**src/rtl/round_controller.sv**
```systemverilog
// -----------------------------------------------------------------------------
// round_controller
// Game-round sequencer for the countdown timer datapath. It loads the timer
// with a per-round time budget, gates the 1 Hz tick into the timer enable,
// handles start / pause / resume, advances rounds on player success and
// declares the game won or lost.
//
// Ports:
//   Clock          in   system clock
//   Reset          in   asynchronous, active-low reset
//   Start          in   level, rising edge starts / restarts a game
//   Pause          in   level, each rising edge toggles pause while playing
//   Tick           in   one-cycle pulse from the rate divider
//   Success        in   one-cycle pulse, player cleared the current round
//   TimerValue     in   current timer count (8 bit)
//   TimerLoad      out  one-cycle load strobe to the timer
//   TimerLoadValue out  budget to load, held after the strobe
//   TimerEnable    out  decrement enable to the timer (Tick gated by RUN)
//   Round          out  current round, 1-based, 0 in IDLE
//   Warning        out  registered low-time indicator
//   State          out  encoded FSM state for debug LEDs
//   GameWon        out  level, game won
//   GameLost       out  level, game lost
// -----------------------------------------------------------------------------
module round_controller #(
    parameter int ROUNDS     = 3,
    parameter int ROUND_TIME = 120,
    parameter int TIME_STEP  = 20,
    parameter int MIN_TIME   = 30,
    parameter int WARN_TIME  = 10
) (
    input  logic       Clock,
    input  logic       Reset,
    input  logic       Start,
    input  logic       Pause,
    input  logic       Tick,
    input  logic       Success,
    input  logic [7:0] TimerValue,
    output logic       TimerLoad,
    output logic [7:0] TimerLoadValue,
    output logic       TimerEnable,
    output logic [3:0] Round,
    output logic       Warning,
    output logic [2:0] State,
    output logic       GameWon,
    output logic       GameLost
);

    typedef enum logic [2:0] {
        ST_IDLE      = 3'd0,
        ST_LOAD      = 3'd1,
        ST_RUN       = 3'd2,
        ST_PAUSED    = 3'd3,
        ST_ROUND_END = 3'd4,
        ST_WON       = 3'd5,
        ST_LOST      = 3'd6
    } state_t;

    localparam logic signed [11:0] ROUND_TIME_C = 12'(ROUND_TIME);
    localparam logic signed [11:0] TIME_STEP_C  = 12'(TIME_STEP);
    localparam logic signed [11:0] MIN_TIME_C   = 12'(MIN_TIME);
    localparam logic [3:0]         ROUNDS_C     = 4'(ROUNDS);
    localparam logic [7:0]         WARN_TIME_C  = 8'(WARN_TIME);

    // Budget for a round: ROUND_TIME - (round-1)*TIME_STEP, floored at MIN_TIME.
    // Evaluated as 12-bit signed so a budget that goes negative still clamps.
    function automatic logic [7:0] budget_f(input logic [3:0] round);
        logic signed [11:0] round_s;
        logic signed [11:0] time_s;
        round_s = $signed({8'd0, round}) - 12'sd1;
        time_s  = ROUND_TIME_C - (TIME_STEP_C * round_s);
        if (time_s < MIN_TIME_C) begin
            budget_f = MIN_TIME_C[7:0];
        end else begin
            budget_f = time_s[7:0];
        end
    endfunction

    state_t     state_r;
    state_t     state_next_s;
    logic [3:0] round_r;
    logic [3:0] round_next_s;
    logic [7:0] load_value_r;
    logic [7:0] load_next_s;
    logic       warning_r;
    logic       warning_next_s;
    logic       start_prev_r;
    logic       pause_prev_r;
    logic       start_edge_s;
    logic       pause_edge_s;

    assign start_edge_s = Start & ~start_prev_r;
    assign pause_edge_s = Pause & ~pause_prev_r;

    // State, round, budget, warning and edge-detect registers.
    // Edge-detect history resets high so a level held across reset is no edge.
    always_ff @(posedge Clock or negedge Reset) begin
        if (!Reset) begin
            state_r      <= ST_IDLE;
            round_r      <= 4'd0;
            load_value_r <= 8'd0;
            warning_r    <= 1'b0;
            start_prev_r <= 1'b1;
            pause_prev_r <= 1'b1;
        end else begin
            state_r      <= state_next_s;
            round_r      <= round_next_s;
            load_value_r <= load_next_s;
            warning_r    <= warning_next_s;
            start_prev_r <= Start;
            pause_prev_r <= Pause;
        end
    end

    // Next-state logic; the budget is latched on entry to LOAD so it is
    // valid during the strobe and held afterwards.
    always_comb begin
        state_next_s = state_r;
        round_next_s = round_r;
        load_next_s  = load_value_r;
        case (state_r)
            ST_IDLE, ST_WON, ST_LOST: begin
                if (start_edge_s) begin
                    state_next_s = ST_LOAD;
                    round_next_s = 4'd1;
                    load_next_s  = budget_f(4'd1);
                end else begin
                    state_next_s = state_r;
                end
            end
            ST_LOAD: begin
                state_next_s = ST_RUN;
            end
            ST_RUN: begin
                // Timeout beats success, success beats pause.
                if (TimerValue == 8'd0) begin
                    state_next_s = ST_LOST;
                end else if (Success) begin
                    state_next_s = ST_ROUND_END;
                end else if (pause_edge_s) begin
                    state_next_s = ST_PAUSED;
                end else begin
                    state_next_s = ST_RUN;
                end
            end
            ST_PAUSED: begin
                if (pause_edge_s) begin
                    state_next_s = ST_RUN;
                end else begin
                    state_next_s = ST_PAUSED;
                end
            end
            ST_ROUND_END: begin
                if (round_r == ROUNDS_C) begin
                    state_next_s = ST_WON;
                end else begin
                    state_next_s = ST_LOAD;
                    round_next_s = round_r + 4'd1;
                    load_next_s  = budget_f(round_r + 4'd1);
                end
            end
            default: begin
                state_next_s = ST_IDLE;
                round_next_s = 4'd0;
                load_next_s  = 8'd0;
            end
        endcase
    end

    // Low-time indicator, only meaningful while a round is in play.
    always_comb begin
        warning_next_s = 1'b0;
        if (((state_r == ST_RUN) || (state_r == ST_PAUSED)) &&
            (TimerValue != 8'd0) && (TimerValue <= WARN_TIME_C)) begin
            warning_next_s = 1'b1;
        end else begin
            warning_next_s = 1'b0;
        end
    end

    // Outputs are decoded from registers only; TimerEnable additionally
    // passes Tick straight through so the timer sees it with no latency.
    assign TimerLoad      = (state_r == ST_LOAD);
    assign TimerLoadValue = load_value_r;
    assign TimerEnable    = Tick & (state_r == ST_RUN);
    assign Round          = round_r;
    assign Warning        = warning_r;
    assign State          = state_r;
    assign GameWon        = (state_r == ST_WON);
    assign GameLost       = (state_r == ST_LOST);

endmodule

```
**config.mk**
```make
export PLATFORM = sky130hd
export DESIGN_NAME = round_controller
export DESIGN_NICKNAME = d
export VERILOG_FILES = /design/src/rtl/round_controller.sv
export SDC_FILE = /design/constraint.sdc
export NUM_CORES = 1
export LEC_CHECK = 0
export ABC_CLOCK_PERIOD_IN_PS = 4330
export BUFFER_PORTS_ARGS = -buffer_cell sky130_fd_sc_hd__buf_2
export CAP_MARGIN = 20
export CORE_UTILIZATION = 45
export DETAILED_ROUTE_END_ITERATION = 16
export PLACE_DENSITY_LB_ADDON = 0.08
export RECOVER_POWER = 100
export SETUP_SLACK_MARGIN = 0.1
export SYNTH_ARGS = -nofsm -noshare
export SYNTH_HDL_FRONTEND = slang
export SYNTH_SLANG_ARGS = --single-unit
```
**constraint.sdc**
```tcl
create_clock -name Clock -period 4.33 [get_ports Clock]
set_clock_uncertainty 0.2 [all_clocks]
set_input_delay 0.433 -clock Clock [delete_from_list [all_inputs] [get_ports Clock]]
set_output_delay 0.433 -clock Clock [all_outputs]
set_load 0.05 [all_outputs]
```
==> impl_metrics.json, run 1 <==
{
  "ys_ff_latch": 17,
  "crit_fanout": 6,
  "start_util_pct": 47.1,
  "io_buffers": 32,
  "syn-cell-area_um2": 1580,
  "yosys_warnings": 0,
  "period_share_pct": 94.5,
  "clk_pin_slew_worst_paths_ns": 0.09,
  "drt-pass1-iter-count": 5,
  "synth_ff_type": "dfrtp_1",
  "hp-class": "input port to register",
  "wl_met2_mm": 1.79,
  "nets": 248,
  "switching_share_pct": 55.2,
  "synth_top_family_by_area": "simple AND/OR/NAND/NOR gates",
  "dpl.hpwl_mm": 2.65,
  "synth_top_area_share_pct": 23.7,
  "synth_xor_area_share_pct": 5.53,
  "finalSetupTns_ns": 0,
  "synthCells": 190,
  "stdcell_count": 269,
  "yosys-top-cells-area": "dfrtp_1 (24%), ha_1 (7.1%), a21oi_1 (4.4%)",
  "clockRootBuffer": "clkbuf_4",
  "vias_per_cell": 5.49,
  "layout-drive-gt1-share_pct": 21.1,
  "total_power_uw": 1690,
  "cp_data_arrival_time_ns": 4.06,
  "dr.max_layer_used": "met4",
  "powerDensity_nw_per_um2": 890,
  "synth-edff-count": 0,
  "clk_latency_ns": 0.29,
  "htreeDepth": 1,
  "globalplace.congestion": 0.819,
  "grt_pass1_vias": 1260,
  "setup_slack_ns": 0.237,
  "synthSimpleGateAreaFrac_pct": 26.6,
  "synth-seq-area-share_pct": 27.0,
  "drtIter0Drc": 40,
  "hold_start": "Pause",
  "avgSynthCellArea_um2": 8.33,
  "max_slew_margin_pct": 23.0,
  "max-cap-violations": 0,
  "fmax_mhz": 244,
  "worstSetupPathType": "register to register",
  "synthToLayoutAreaGrowth_pct": 19.7,
  "r2r-start": "Round[1]",
  "met1_length_mm": 1.76,
  "slew_violations": 0,
  "yosysUniqueCellTypes": 52,
  "antenna_found_initial": 0,
  "hold_ws_ns": 0.0372,
  "clock-sinks": 17,
  "net-switching-power_uw": 931,
  "core_um2": 3360,
  "pwr-share-seq_pct": 18.6,
  "yosysTopAreaCell": "dfrtp_1",
  "nFillCells": 343,
  "status": "finished clean",
  "comb_power_share_pct": 76.5,
  "power.leakage_uw": 0.000792,
  "synth_commonest_cells": "nand2_1 (18), dfrtp_1 (15), a21oi_1 (14)",
  "synth_nets": 214,
  "die_area_um2": 3760,
  "grt_pass1_wl_mm": 5.63,
  "crit_path_max_incr_delay_ns": 0.53,
  "gr-usage-all-layers_pct": 20.1,
  "vdd_drop_max_mv": 0.387,
  "critPathSlowestCell": "dfrtp_4",
  "dr_wl_met3_um": 115,
  "rsz0062_at_grt": "yes",
  "synth_fa_ha_area_share_pct": 8.38,
  "clkPwrFrac_pct": 4.9,
  "ios": 34,
  "yosysMostFrequentCell": "nand2_1",
  "r2r-end": "TimerLoadValue[2]",
  "rows": 21,
  "worst_r2r_path_depth": 16,
  "drc": 0,
  "reg2reg_setup_slack_ns": 0.24,
  "grt_max_degree": 23,
  "worstMarginPinSlew_ns": 1.16,
  "die_y_um": 61.3,
  "n_antenna_cell": 0,
  "synth_mux_area_share_pct": 1.98,
  "post-route-min-period_ns": 4.09,
  "finalSetupViolCount": 0,
  "async_flop_share_pct": 100,
  "wl_mm": 3.69,
  "hold_viol_final": 0,
  "die_w_um": 61.3,
  "start_kind": "register",
  "drt-wirelength-per-cell_um": 13.7,
  "path_cells": "ha_4 > nor3b_2 > a21oi_1 > o22ai_1 > nand2_1 > xnor2_2 > ha_1 > ha_2 > inv_2 > fa_2 > nor3b_4 > a31oi_4 > mux2_4 > and3_2 > o211ai_4 > o211ai_1",
  "endpoint_kind": "register",
  "hold_path_end": "pause_prev_r",
  "p_int_uw": 756,
  "overflow": 0,
  "synth_compound_area_share_pct": 23.9,
  "hold_depth": 1,
  "place_ws_ns": 0.0618,
  "crit_required_ns": 4.30,
  "antenna_left": 0,
  "dp.cells": 257,
  "clock_path_buffers": 2,
  "route.vias.total": 1478,
  "cts_buffers": 3,
  "cts_tree": "built"
}
[per-layer routing]
layer  global-route usage, %  vias up
li1                        -      745
met1                    27.1      709
met2                    33.4       22
met3                    4.62        2
met4                    2.92        0
met5                       0        -
[cell families after synthesis]
group                    count (synthesis)
multiplexers                             3
AO/OA/AOI/OAI                           54
other                                    1
buffers and inverters                   22
XOR/XNOR                                10
adder cells (fa/ha/maj)                 10
AND/OR/NAND/NOR                         73
flip-flops                              17
[cell type report]
type	instances	area, um2	share of cell area, %
Tap cell	46	57.6	3.04
Timing Repair Buffer	42	214	11.3
Inverter	9	33.8	1.78
Sequential cell	17	433	22.9
Multi-Input combinational cell	151	1130	59.6
Clock buffer	4	26.3	1.39
[flip-flops by register name, summed over array words and instances (netlist names)]
register / flops
Round: 4
State: 3
TimerLoadValue: 7
Warning: 1
pause_prev_r: 1
start_prev_r: 1
[power groups by stage]
stage	combinational [uW]	clock, uW	sequential (uW)
floorplan	765	0	440
global placement	1080	0	309
detailed placement	1110	0	313
CTS	1130	87.9	310
global route	1410	96.1	328
finish	1290	83.4	313
[critical path: cells and delay by family, from the launching register on]
kind                       cells  cell delay, ns
buffers and inverters          1            0.06
AOI/OAI and AO/OA              5            0.62
xor gates and xnor gates       1            0.15
adders and majority gates      4            1.27
DFF                            1            0.53
muxes                          1            0.33
and+or+nand+nor                4            0.79
[stage by stage]
step	instance area, um2	util (%)
global route	1890	56.3
CTS	1820	54.0
global placement	1770	52.5
detailed placement	1770	52.5
floorplan	1600	-
finish	1890	56.3
[worst max path at each step]
stage                     startpoint           endpoint  cells after the start
after global placement      Round[1]  TimerLoadValue[2]                     16
after floorplan             Round[1]  TimerLoadValue[2]                     17
after CTS                   Round[1]  TimerLoadValue[2]                     16
final                       Round[1]  TimerLoadValue[2]                     16
after global routing        Round[1]  TimerLoadValue[2]                     16
after detailed placement    Round[1]  TimerLoadValue[2]                     16
[cell usage in the layout (no fill, tap or decap), types with 2 or more instances in the layout]
| cell type | synthesis | final |
|---|---|---|
| a21o_1 | 3 | 3 |
| nor2_1 | 11 | 11 |
| clkbuf_1 | 6 | 23 |
| inv_1 | 9 | 8 |
| xnor2_1 | 7 | 6 |
| a22oi_1 | 2 | 2 |
| a221oi_1 | 3 | 3 |
| o22ai_1 | 3 | 3 |
| mux2i_1 | 2 | 2 |
| dfrtp_1 | 15 | 13 |
| a21oi_1 | 14 | 14 |
| nand3_1 | 8 | 8 |
| xor2_1 | 3 | 3 |
| buf_4 | 2 | 8 |
| clkbuf_4 | 0 | 3 |
| o21ai_1 | 0 | 2 |
| o21ai_0 | 12 | 10 |
| nor2b_1 | 3 | 3 |
| nand2_1 | 18 | 18 |
| nor3b_1 | 5 | 4 |
| o21a_1 | 2 | 2 |
| nand2b_1 | 8 | 8 |
| and2_1 | 2 | 2 |
| ha_1 | 9 | 6 |
| nand3b_1 | 4 | 4 |
| nor4_1 | 3 | 3 |
| dfstp_2 | 2 | 2 |
| and3_1 | 3 | 3 |
| o211ai_1 | 3 | 3 |
| ha_4 | 0 | 2 |
| buf_2 | 3 | 10 |
| a221oi_2 | 2 | 2 |
[what timing repair did]
| item | CTS | global route |
|---|---|---|
| resized for setup | 2 | 13 |
| gates cloned | 0 | 0 |
| endpoints found under the setup margin | 6 | 7 |
| hold endpoints to repair | 15 | 0 |
| setup buffers | 0 | 7 |
| hold buffers | 1 | 0 |
| pin swaps | 0 | 11 |
(Power assumes the default switching activity.)
==> run 2: changes to the inputs <==
--- a/config.mk
+++ b/config.mk
@@ -5,9 +5,10 @@
 export SDC_FILE = /design/constraint.sdc
 export NUM_CORES = 1
 export LEC_CHECK = 0
-export ABC_CLOCK_PERIOD_IN_PS = 4330
+export ABC_CLOCK_PERIOD_IN_PS = 4500
 export BUFFER_PORTS_ARGS = -buffer_cell sky130_fd_sc_hd__buf_2
 export CAP_MARGIN = 20
+export CORE_MARGIN = 3
 export CORE_UTILIZATION = 45
 export DETAILED_ROUTE_END_ITERATION = 16
 export PLACE_DENSITY_LB_ADDON = 0.08
==> constraint.sdc (replaced) <==
create_clock -name Clock -period 4.5 [get_ports Clock]
set_clock_uncertainty 0.2 [all_clocks]
set_input_delay 0.45 -clock Clock [delete_from_list [all_inputs] [get_ports Clock]]
set_output_delay 0.45 -clock Clock [all_outputs]
set_load 0.05 [all_outputs]
==> impl_metrics.json, run 2 (same netlist as run 1, synthesis figures left out) <==
{
  "total_power_uw": 1480,
  "ff_latch_area_um2": 430,
  "drc": 0,
  "post_cts_buffers": 0,
  "clock_path_buffers": 2,
  "gr-usage-all-layers_pct": 18.5,
  "worst_r2r_path_depth": 15,
  "grt_max_degree": 23,
  "setup_slack_ns": 0.308,
  "status": "finished clean",
  "post-route-min-period_ns": 4.19,
  "rsz0062_at_grt": "no",
  "worstSetupPathType": "register to register",
  "grt_pass1_wl_mm": 6.22,
  "nFillCells": 324,
  "critPathSlowestCell": "fa_1",
  "comb_power_share_pct": 74.1,
  "crit_required_ns": 4.47,
  "wl_mm": 3.72,
  "powerDensity_nw_per_um2": 819,
  "path_cells": "buf_6 > ha_4 > buf_4 > and3_1 > a31oi_2 > inv_1 > ha_1 > inv_1 > fa_1 > nor3b_2 > a31oi_2 > mux2_2 > and3_2 > o211ai_4 > o211ai_1",
  "layout-drive-gt1-share_pct": 17.6,
  "multi_input_area_um2": 1100,
  "max_slew_margin_pct": 24.7,
  "overflow": 0,
  "clockRootBuffer": "clkbuf_4",
  "crit_fanout": 14,
  "crit_family": "adder cells",
  "antenna_left": 0,
  "grt_pass1_vias": 1316,
  "synthToLayoutAreaGrowth_pct": 14.4,
  "hold_ws_ns": 0.0498,
  "hp-class": "input port to register",
  "finalSetupTns_ns": 0,
  "clk_latency_ns": 0.29,
  "fmax_mhz": 239,
  "die_w_um": 65.3,
  "endpoint_kind": "register",
  "antenna_found_initial": 0,
  "worst-path-buf-inv": 4,
  "final_cell_mix": "clkbuf_1 (21), nand2_1 (18), a21oi_1 (14), dfrtp_1 (13), o21ai_0 (12)",
  "clock-sinks": 17,
  "mostFrequentLayoutCell": "clkbuf_1",
  "core_um2": 3200,
  "rows": 20,
  "cts_tree": "built",
  "vdd_drop_max_mv": 0.391,
  "place_ws_ns": 0.132,
  "net-switching-power_uw": 847,
  "p_int_uw": 636,
  "switching_share_pct": 57.1,
  "start_util_pct": 49.4,
  "hold_viol_final": 0,
  "cp_num_cells": 15,
  "drt-pass1-iter-count": 4,
  "drt-wirelength-per-cell_um": 14.3,
  "cp_data_arrival_time_ns": 4.17,
  "io_buffers": 32,
  "ios": 34,
  "power.leakage_uw": 0.000750,
  "n_antenna_cell": 0,
  "clk_pin_slew_worst_paths_ns": 0.10,
  "start_kind": "register",
  "hold_depth": 1,
  "clkPwrFrac_pct": 5.6,
  "cts_buffers": 3,
  "max-cap-violations": 0,
  "die_y_um": 65.3,
  "route.vias.total": 1459,
  "finalSetupViolCount": 0,
  "vias_per_cell": 5.61,
  "dpl.hpwl_mm": 2.85,
  "slew_violations": 0,
  "pwr-share-seq_pct": 20.3,
  "largest_reg_flops": 7,
  "nets": 241,
  "drtIter0Drc": 76,
  "globalplace.congestion": 0.823,
  "htreeDepth": 1,
  "period_share_pct": 93.2,
  "crit_path_max_incr_delay_ns": 0.61,
  "worstMarginPinSlew_ns": 1.13,
  "die_area_um2": 4260
}
[run 2: cell types whose count changed in the layout (fill, tap and decap cells not counted), sizes merged]
cell,before,now
buf,19,13
clkbuf,26,24
clkinv,0,1
[run 2: worst paths after layout]
check,start,end,slack [ns]
worst min-delay path,Pause,pause_prev_r,0.05
worst max register to register,Round[0],TimerLoadValue[2],0.31
min in group asynchronous,Reset,TimerLoadValue[6],0.60
max in group asynchronous,Reset,Round[1],2.87
worst min register to register,TimerLoadValue[7],TimerLoadValue[7],0.30
worst max-delay path,Round[0],TimerLoadValue[2],0.31
[run 2: metal layers]
| metal | wire length [um] | vias up | track usage (%) |
|---|---|---|---|
| met3 | 111 | 2 | 3.76 |
| met1 | 1790 | 705 | 26.3 |
| met4 | 21 | 0 | 3.11 |
| met5 | 0 | - | 0 |
| met2 | 1800 | 19 | 29.5 |
| li1 | - | 733 | - |
[run 2: layout make-up]
| class | instances | share of cell area (%) |
|---|---|---|
| clock inverter | 1 | 0.276 |
| multi-input combinational | 151 | 60.8 |
| inverter | 9 | 1.87 |
| timing repair buffer | 35 | 8.98 |
| clock buffer | 3 | 1.24 |
| sequential | 17 | 23.8 |
| tap | 44 | 3.04 |
[run 2: through the flow]
stage          utilization [%]  std cells  instance area, um2
2_1_floorplan                -        190                1590
3_3_place_gp              54.6        255                1750
3_5_place_dp              54.6        255                1750
4_1_cts                   55.7        260                1790
5_1_grt                   56.5        260                1810
6_report                  56.5        260                1810
[run 2: timing repair]
item,in CTS,in global routing
gates resized for setup,0,10
setup endpoints to repair,0,7
hold endpoints to repair,15,0
hold buffers,1,0
[run 2: power by group through the flow]
stage                     Sequential, uW  Clock [uW]  Combinational, uW
after detailed placement             295           0               1060
after CTS                            291        85.9               1060
final                                301        83.0               1100
after global routing                 311        90.8               1210
after floorplan                      418           0                734
after global placement               289           0               1040
